## config.mk

```make
export PLATFORM = sky130hd
export DESIGN_NAME = serial_add_ctrl_flat
export DESIGN_NICKNAME = d
export VERILOG_FILES = /design/src/rtl/serial_add_ctrl_if.sv /design/src/rtl/serial_add_ctrl.sv /design/src/flat_wrapper.sv
export SDC_FILE = /design/constraint.sdc
export NUM_CORES = 1
export LEC_CHECK = 0
export CAP_MARGIN = 25
export CORE_MARGIN = 8
export CORE_UTILIZATION = 46
export CTS_CLUSTER_SIZE = 12
export DETAILED_ROUTE_END_ITERATION = 16
export PLACE_DENSITY = 0.79
export SLEW_MARGIN = 20
export SYNTH_ARGS = -nofsm -noshare
export SYNTH_HDL_FRONTEND = slang
export SYNTH_SLANG_ARGS = --single-unit
```

## constraint.sdc

```tcl
create_clock -name clk -period 1.6 [get_ports clk]
set_input_delay 0.24 -clock clk [delete_from_list [all_inputs] [get_ports clk]]
set_output_delay 0.24 -clock clk [all_outputs]
set_load 0.02 [all_outputs]
```

## src/rtl/serial_add_ctrl_if.sv

```systemverilog
// Handshake and operand/result bundle for the bit-serial add/subtract engine.
// The requester drives the master side and the engine uses the slave side.
interface serial_add_ctrl_if #(
  parameter int WIDTH = 8
);
  logic             start;
  logic             ready;
  logic             op_sub;
  logic [WIDTH-1:0] a;
  logic [WIDTH-1:0] b;
  logic             cin;
  logic [WIDTH-1:0] sum;
  logic             cout;
  logic             ovf;
  logic             out_valid;
  logic             out_ready;

  modport master (
    output start, op_sub, a, b, cin, out_ready,
    input  ready, sum, cout, ovf, out_valid
  );

  modport slave (
    input  start, op_sub, a, b, cin, out_ready,
    output ready, sum, cout, ovf, out_valid
  );
endinterface

```

## src/rtl/serial_add_ctrl.sv

```systemverilog
// Bit-serial add/subtract engine: a single full-adder cell is sequenced
// LSB-first over WIDTH clocks, with start/ready in and valid/ready out.
module serial_add_ctrl #(
  parameter int WIDTH = 8
) (
  input  logic              clk,
  input  logic              rst_n,
  serial_add_ctrl_if.slave  bus
);
  localparam int CNT_W = $clog2(WIDTH + 1);

  typedef enum logic [1:0] {
    S_IDLE = 2'd0,
    S_RUN  = 2'd1,
    S_DONE = 2'd2
  } state_t;

  state_t           state, state_nxt;
  logic [WIDTH-1:0] a_sh, b_sh, res_sh;
  logic [CNT_W-1:0] cnt;
  logic             carry;
  logic [WIDTH-1:0] sum_q;
  logic             cout_q, ovf_q;

  logic fa_s, fa_c, last_bit;

  // The one shared full-adder cell.
  assign fa_s     = a_sh[0] ^ b_sh[0] ^ carry;
  assign fa_c     = (a_sh[0] & b_sh[0]) | (a_sh[0] & carry) | (b_sh[0] & carry);
  assign last_bit = (cnt == CNT_W'(WIDTH - 1));

  // NOTE: sequential state uses non-blocking assignments so every register
  // samples pre-edge values and simulation matches the synthesized flops.
  always_ff @(posedge clk or negedge rst_n) begin
    if (!rst_n) state <= S_IDLE;
    else        state <= state_nxt;
  end

  // NOTE: every output of this block gets a default first; a path that left
  // one unassigned would infer a latch.
  always_comb begin
    state_nxt     = state;
    bus.ready     = 1'b0;
    bus.out_valid = 1'b0;
    unique case (state)
      S_IDLE: begin
        bus.ready = 1'b1;
        if (bus.start) state_nxt = S_RUN;
      end
      S_RUN: begin
        if (last_bit) state_nxt = S_DONE;
      end
      S_DONE: begin
        bus.out_valid = 1'b1;
        if (bus.out_ready) state_nxt = S_IDLE;
      end
      default: state_nxt = S_IDLE;
    endcase
  end

  // NOTE: the shift registers are small flop banks, not RAM, so they take the
  // async reset; an aborted operation then never leaks a stale carry.
  always_ff @(posedge clk or negedge rst_n) begin
    if (!rst_n) begin
      a_sh   <= '0;
      b_sh   <= '0;
      res_sh <= '0;
      cnt    <= '0;
      carry  <= 1'b0;
      sum_q  <= '0;
      cout_q <= 1'b0;
      ovf_q  <= 1'b0;
    end else begin
      unique case (state)
        S_IDLE: begin
          if (bus.start) begin
            a_sh  <= bus.a;
            b_sh  <= bus.op_sub ? ~bus.b : bus.b;
            carry <= bus.op_sub ? 1'b1 : bus.cin;
            cnt   <= '0;
          end
        end
        S_RUN: begin
          a_sh   <= {1'b0, a_sh[WIDTH-1:1]};
          b_sh   <= {1'b0, b_sh[WIDTH-1:1]};
          res_sh <= {fa_s, res_sh[WIDTH-1:1]};
          carry  <= fa_c;
          cnt    <= cnt + 1'b1;
          // On the MSB step `carry` is the carry into the MSB, so overflow
          // is formed here without a separate capture register.
          if (last_bit) begin
            sum_q  <= {fa_s, res_sh[WIDTH-1:1]};
            cout_q <= fa_c;
            ovf_q  <= carry ^ fa_c;
          end
        end
        default: ;
      endcase
    end
  end

  assign bus.sum  = sum_q;
  assign bus.cout = cout_q;
  assign bus.ovf  = ovf_q;

endmodule

```

## src/flat_wrapper.sv

```systemverilog
// flat-port wrapper written by rule: the top's interface ports become plain ports
module serial_add_ctrl_flat 
#(
  parameter int WIDTH = 8
)
  (clk, rst_n, bus_start, bus_op_sub, bus_a, bus_b, bus_cin, bus_out_ready, bus_ready, bus_sum, bus_cout, bus_ovf, bus_out_valid);
  serial_add_ctrl_if #(.WIDTH(WIDTH)) bus_i ();
  input  logic clk;
  input  logic rst_n;
  input wire logic [$bits(bus_i.start)-1:0] bus_start;
  input wire logic [$bits(bus_i.op_sub)-1:0] bus_op_sub;
  input wire logic [$bits(bus_i.a)-1:0] bus_a;
  input wire logic [$bits(bus_i.b)-1:0] bus_b;
  input wire logic [$bits(bus_i.cin)-1:0] bus_cin;
  input wire logic [$bits(bus_i.out_ready)-1:0] bus_out_ready;
  output wire logic [$bits(bus_i.ready)-1:0] bus_ready;
  output wire logic [$bits(bus_i.sum)-1:0] bus_sum;
  output wire logic [$bits(bus_i.cout)-1:0] bus_cout;
  output wire logic [$bits(bus_i.ovf)-1:0] bus_ovf;
  output wire logic [$bits(bus_i.out_valid)-1:0] bus_out_valid;
  assign bus_i.start = bus_start;
  assign bus_i.op_sub = bus_op_sub;
  assign bus_i.a = bus_a;
  assign bus_i.b = bus_b;
  assign bus_i.cin = bus_cin;
  assign bus_i.out_ready = bus_out_ready;
  assign bus_ready = bus_i.ready;
  assign bus_sum = bus_i.sum;
  assign bus_cout = bus_i.cout;
  assign bus_ovf = bus_i.ovf;
  assign bus_out_valid = bus_i.out_valid;
  serial_add_ctrl #(.WIDTH(WIDTH)) u_core (.clk(clk), .rst_n(rst_n), .bus(bus_i));
endmodule
```

==> qor.txt, run 1 <==
Status: completed
Final Hold Viols: 0
H-Tree Depth: 2
CP Max Fanout: 11
Nets: 224
Setup WS post-layout: 71.43 ps
I/O pin cnt: 34
DR WL/cell: 15.63 µm
Clock slew at reported path FFs: 80 ps
Final period utilization: 95.54%
Post-Syn Area per Cell: 11.31 µm²
DRC: 0
Pleak: 1.112 nW
Worst r2r path cells: 5
Setup crit end kind: register
Synthesis Warnings: 0
Crit start category: register
RSZ-0062 raised after global routing: no
Worst path bufs/invs: 1
Power per cell area: 1868 mW/mm²
# port buffers: 33
Fin. max-slew vios: 0
Die area: 0.006165 mm²
Post-route ant nets: 0
Worst-Margin Slew: 477.3 ps
Ratio of cells with drive above 1 in the final layout: 16.92%
Max Root-Sink Buffers: 2
Vias in the first global route: 1,392
Dpl cells: 239
Relative slew slack: 68.12%
Slowest cell on crit path: dfrtp_1
Ant diodes: 0
Fin Clk Skew: 7.002 ps
Hold Path Class: in -> async
CP arrival: 1700 ps
Fin util: 63.17%
CP delay by family, top: flip-flops
Largest net degree at the start of global routing: 22
Pre-CTS setup slack: -36.14 ps
Cell Rows: 22
Critical path required time: 1770 ps
Starting Density: 48.38%
Final setup viols: 0
Fill count: 313
Global-route wire length before repair: 6582 µm
Register bit total from synthesis: 40
Core Area: 0.003716 mm²
Post-Syn Area: 0.001798 mm²
HPWL after DPL: 2894 µm
Mapped Nets: 183
Kind of critical path: reg -> reg
Clk sinks: 40
Cells after synthesis: 159
CTS tree: yes
Clock Tree Root: clkbuf_8
DR vias: 1,349
Max Cap Viol: 0
TritonCTS Buffers: 5
Area growth, synth to finish: 30.55%
Crit-path cells: ha_1 -> nand2_1 -> nor3_4 -> buf_12 -> mux2_2
Fin crit period: 1529 ps
Layout Cells excl Fill: 249
Worst path depth: 5
Area of placed instances: 0.002230 mm²
Critical Path Max Stage Delay: 420 ps
Grt ovf: 0
Later-pin clock latency in the skew report: 290 ps
Die Y: 78.52 µm
Vias per inst: 5.418
All-Layer GR Usage: 13.37%
GP Congestion: 0.7738
Die width: 78.52 µm
DRT Pass-1 Iters: 8
Unique masters post-synth: 27
Initial antenna violation count: 0
Achievable frequency: 0.6542 GHz
Iteration-0 DRC count of the detailed router: 88
Sequential share of the synthesized area: 55.67%
Maximum vdd drop: 0.8976 mV
Routed WL: 3891 µm
Design area: 0.002347 mm²
[layer usage]
layer  global-route usage (%)  vias up  part of all wire (%)
met5                        0        -                     0
met4                    4.259        0                  0.36
met3                    5.695        2                   7.1
met2                    21.96       46                    51
met1                    15.37      663                    41
li1                         -      638                     -
[registers in the layout (all words and copies together), names as in the netlist]
| register | count |
|---|---|
| u_core.a_sh | 8 |
| u_core.cnt | 4 |
| u_core.res_sh | 7 |
| u_core.carry | 1 |
| u_core.bus.cout | 1 |
| u_core.b_sh | 8 |
| u_core.bus.sum | 8 |
| u_core.bus.ovf | 1 |
| u_core.state | 2 |
[power breakdown]
group	switching (mW)	internal [mW]
registers	0.312	1.43
logic	0.922	0.921
clock network	0.334	0.463
total	1.57	2.82
[logic make-up after synthesis]
| kind of cell | synth area share, % |
|---|---|
| mux | 6.889 |
| fa+ha+maj | 1.809 |
| buf+inv | 3.410 |
| flops | 55.67 |
| simple gates | 14.06 |
| xor+xnor | 4.384 |
| compound gates | 13.78 |
[worst paths after layout]
kind	startpoint	to	slack [ps]
hold reg to reg	u_core.res_sh[1]	u_core.res_sh[1]	480
setup reg to reg	u_core.cnt[0]	u_core.bus.cout	70
hold / removal	rst_n	u_core.res_sh[5]	430
min in group clk	u_core.res_sh[1]	u_core.res_sh[1]	480
max in group asynchronous	rst_n	u_core.a_sh[2]	710
setup / recovery	u_core.cnt[0]	u_core.bus.cout	70
[placed cells by master, fill, tap and decap left out]
cell / count
clkbuf_8: 5
a22o_1: 3
bufinv_16: 1
fa_1: 1
mux2_2: 11
clkinv_2: 1
inv_1: 2
o21ai_0: 8
nor2_1: 6
a21o_1: 1
a221o_1: 7
nand3_1: 1
clkbuf_1: 1
a32o_1: 1
a41oi_1: 1
nor2b_1: 2
nand2b_1: 2
buf_4: 9
o21bai_1: 1
a31oi_1: 1
clkbuf_2: 2
nand2_1: 31
dlygate4sd3_1: 1
nor3_4: 1
a22oi_1: 7
buf_12: 2
ha_1: 1
and3b_1: 7
nor2b_2: 1
a2bb2oi_1: 1
dfrtp_1: 40
clkdlybuf4s50_1: 30
xor2_1: 9
buf_2: 1
a21oi_1: 2
[layout make-up]
cell class                      instances  area (µm²)  area share (%)
Timing Repair Buffer                   45       432.9           18.44
Multi-Input combinational cell        106       738.2           31.45
Tap cell                               48       60.06           2.559
Clock inverter                          2       35.03           1.493
Sequential cell                        40        1001           42.64
Clock buffer                            6       72.57           3.092
Inverter                                2       7.507          0.3198
[cells in the mapped netlist]
cell type	count	area share, %
a22oi_1	7	2.9
a221o_1	7	3.9
dfrtp_1	40	56
nand3_1	1	0.28
nor2b_1	3	1.0
o21bai_1	1	0.42
a21oi_1	2	0.56
nor3_4	1	0.90
inv_1	2	0.42
a2bb2oi_1	1	0.49
a41oi_1	1	0.49
a31oi_1	1	0.35
nand2_1	31	6.5
buf_2	4	1.1
a21o_1	1	0.42
clkbuf_1	6	1.3
ha_1	1	0.70
xor2_1	9	4.4
nor2_1	6	1.3
a32o_1	1	0.56
nand2b_1	2	0.70
o21ai_0	8	2.2
buf_6	1	0.63
a22o_1	3	1.5
fa_1	1	1.1
mux2_2	11	6.9
and3b_1	7	3.4
[stage by stage]
stage	TNS [ps]	power (mW)	hold WS, ps
after floorplan	0	2.860	-55.59
after global placement	0	3.476	210.3
after detailed placement	-157.3	3.601	208.1
after CTS	0	4.420	441.9
after global routing	0	4.704	463.9
final	0	4.384	429.4
[what timing repair did]
| item | CTS | global route |
|---|---|---|
| pin swaps | 0 | 0 |
| cloned | 0 | 0 |
| setup buffers | 0 | 1 |
| setup endpoints to repair | 3 | 5 |
| gates resized for setup | 3 | 4 |
| hold endpoints to repair | 19 | 0 |
| hold buffers | 1 | 0 |
(Power assumes the default switching activity.)
==> inputs of run 2 (changes only) <==
- CAP_MARGIN: 25 -> 20
==> results of run 2 <==
Same layout as run 1: the final DEF is identical, and so are final timing and power.
==> inputs of run 3 (changes only) <==
- CORE_UTILIZATION: 46 -> 39
- PLACE_DENSITY: 0.79 -> 0.67
- clock period: 1.6 -> 1.7 ns (I/O delays scaled with it)
==> run 3 against run 2 <==
Sequential power fell by 7%. Global-route usage fell by 2.2 points. Highest routed layer unchanged. Sequential cell count did not move. Clock skew fell by 2.9 ps. Utilization fell by 10 points. Largest cell class unchanged. Die area rose by 14%. Largest power group unchanged. Critical path depth fell by 3.
==> qor.txt, run 3 (synthesis gave the netlist of run 1 again) <==
Critical Path Max Stage Delay: 420 ps (about the same)
H-Tree Depth: 2 (unchanged)
CP delay by family, top: flip-flops (unchanged)
Hold Path Class: in -> async (unchanged)
Setup slack, reg-to-reg: 190 ps (was 70 ps)
Die Y: 83.90 µm (was 78.52 µm)
Initial antenna violation count: 0 (unchanged)
Fin crit period: 1520 ps
Final Hold Viols: 0 (unchanged)
Starting Density: 40.73% (was 48.38%)
Worst path bufs/invs: 1 (unchanged)
Area growth, synth to finish: 29.99% (was 30.55%)
Largest net degree at the start of global routing: 24 (was 22)
Final setup viols: 0 (unchanged)
Achievable frequency: 0.6578 GHz
CTS tree: yes (unchanged)
Fin Clk Skew: 4.149 ps (was 7.002 ps)
Nets: 225 (was 224)
Clk sinks: 40 (unchanged)
Crit start category: register (unchanged)
# Post-CTS Setup Buffers: 0 (unchanged)
I/O pin cnt: 34 (unchanged)
DR WL/cell: 14.79 µm (was 15.63 µm)
Slowest cell on crit path: dfrtp_1 (unchanged)
Grt ovf: 0 (unchanged)
Routed WL: 3756 µm (was 3891 µm)
Status: completed (unchanged)
Commonest non-fill, non-tap cell in the layout: dfrtp_1 (unchanged)
DR vias: 1,319 (was 1,349)
Die area: 0.007039 mm² (was 0.006165 mm²)
# port buffers: 33 (unchanged)
Crit-path cells: nor2_1 -> dlygate4sd2_1 (was ha_1 -> nand2_1 -> nor3_4 -> buf_12 -> mux2_2)
Worst path depth: 2 (was 5)
Clock Tree Root: clkbuf_8 (unchanged)
Worst r2r path cells: 3 (was 5)
Commonest non-fill, non-tap cells in the layout: dfrtp_1, nand2_1, clkdlybuf4s50_1, mux2_2, buf_4 (was dfrtp_1, nand2_1, clkdlybuf4s50_1, mux2_2)
Global-route wire length before repair: 6624 µm (was 6582 µm)
All-Layer GR Usage: 11.13% (was 13.37%)
Relative slew slack: 63.31% (was 68.12%)
Design area: 0.002337 mm² (was 0.002347 mm²)
CP Max Fanout: 6 (was 11)
Vias in the first global route: 1,428 (was 1,392)
GP Congestion: 0.7495 (was 0.7738)
CP endpoint: bus_ready (was u_core.bus.cout)
RR Endpoint: u_core.bus.ovf (was u_core.bus.cout)
DRC: 0 (unchanged)
Final period utilization: 89.43%
Core Area: 0.004414 mm² (was 0.003716 mm²)
Vias per inst: 5.193 (was 5.418)
Ratio of cells with drive above 1 in the final layout: 16.34% (was 16.92%)
Post-route ant nets: 0 (unchanged)
Max Root-Sink Buffers: 2 (unchanged)
CP arrival: 1270 ps (was 1700 ps)
Cell Rows: 24 (was 22)
Fin util: 52.95% (was 63.17%)
Max Cap Viol: 0 (unchanged)
Later-pin clock latency in the skew report: 290 ps (about the same)
Ant diodes: 0 (unchanged)
Pleak: 1.114 nW (was 1.112 nW)
Worst-Margin Slew: 548.4 ps (was 477.3 ps)
Kind of critical path: reg -> out (was reg -> reg)
Maximum vdd drop: 0.8685 mV (was 0.8976 mV)
TritonCTS Buffers: 5 (unchanged)
Critical path required time: 1440 ps (was 1770 ps)
Setup crit end kind: primary output (was register)
Power per cell area: 1699 mW/mm² (was 1868 mW/mm²)
Area of placed instances: 0.002237 mm² (was 0.002230 mm²)
HPWL after DPL: 2859 µm (was 2894 µm)
Die width: 83.90 µm (was 78.52 µm)
Clock slew at reported path FFs: 80 ps (about the same)
Iteration-0 DRC count of the detailed router: 46 (was 88)
RSZ-0062 raised after global routing: no (unchanged)
DRT Pass-1 Iters: 4 (was 8)
Worst r2r src: u_core.carry (was u_core.cnt[0])
Fin. max-slew vios: 0 (unchanged)
Post-route setup TNS: 0 ps (unchanged)
Crit path launch: u_core.state[1] (was u_core.cnt[0])
[run 3: cell type report]
cell class	instances	area, µm²
clock buffer	6	82.58
clock inverter	2	10.01
fill	395	2077
inverter	2	7.507
multi-input combinational	106	735.7
sequential	40	1001
tap	52	65.06
timing repair buffer	46	435.4
[run 3: timing repair]
| action | CTS | global route |
|---|---|---|
| hold endpoints to repair | 17 | 0 |
| hold buffers | 1 | 0 |
| resized for setup | 2 | 0 |
| setup endpoints to repair | 2 | 0 |
[run 3: worst min-delay path by stage]
stage / from / endpoint / cells after the start
2_1_floorplan: rst_n / u_core.a_sh[0] / 0
3_3_place_gp: rst_n / u_core.bus.sum[0] / 1
3_5_place_dp: rst_n / u_core.bus.sum[2] / 1
4_1_cts: rst_n / u_core.res_sh[5] / 2
5_1_grt: rst_n / u_core.bus.sum[2] / 2
6_report: rst_n / u_core.bus.sum[2] / 2
[run 3: per-stage QoR]
| step | cells | power (mW) | worst slack, ps | hold slack, ps |
|---|---|---|---|---|
| 2_1_floorplan | 159 | 2.691 | 254.9 | -40.59 |
| 3_3_place_gp | 245 | 3.306 | 161.6 | 209.1 |
| 3_5_place_dp | 245 | 3.380 | 98.97 | 216.1 |
| 4_1_cts | 254 | 4.018 | 158.0 | 432.8 |
| 5_1_grt | 254 | 4.281 | 20.81 | 461.4 |
| 6_report | 254 | 3.971 | 179.7 | 432.0 |
[run 3: layer usage]
metal	wire [µm]	track usage, %	up-vias
met5	0	0	-
met4	19	2.826	0
met3	206	4.297	4
met2	1842	18.67	31
met1	1687	12.91	646
li1	-	-	638
[run 3: report_power, final]
part / switching [mW] / leakage [nW] / internal (mW) / total, mW
clock network: 0.318 / 0.0510 / 0.324 / 0.642
logic: 0.846 / 0.545 / 0.857 / 1.70
registers: 0.278 / 0.518 / 1.35 / 1.63
total: 1.44 / 1.11 / 2.53 / 3.97
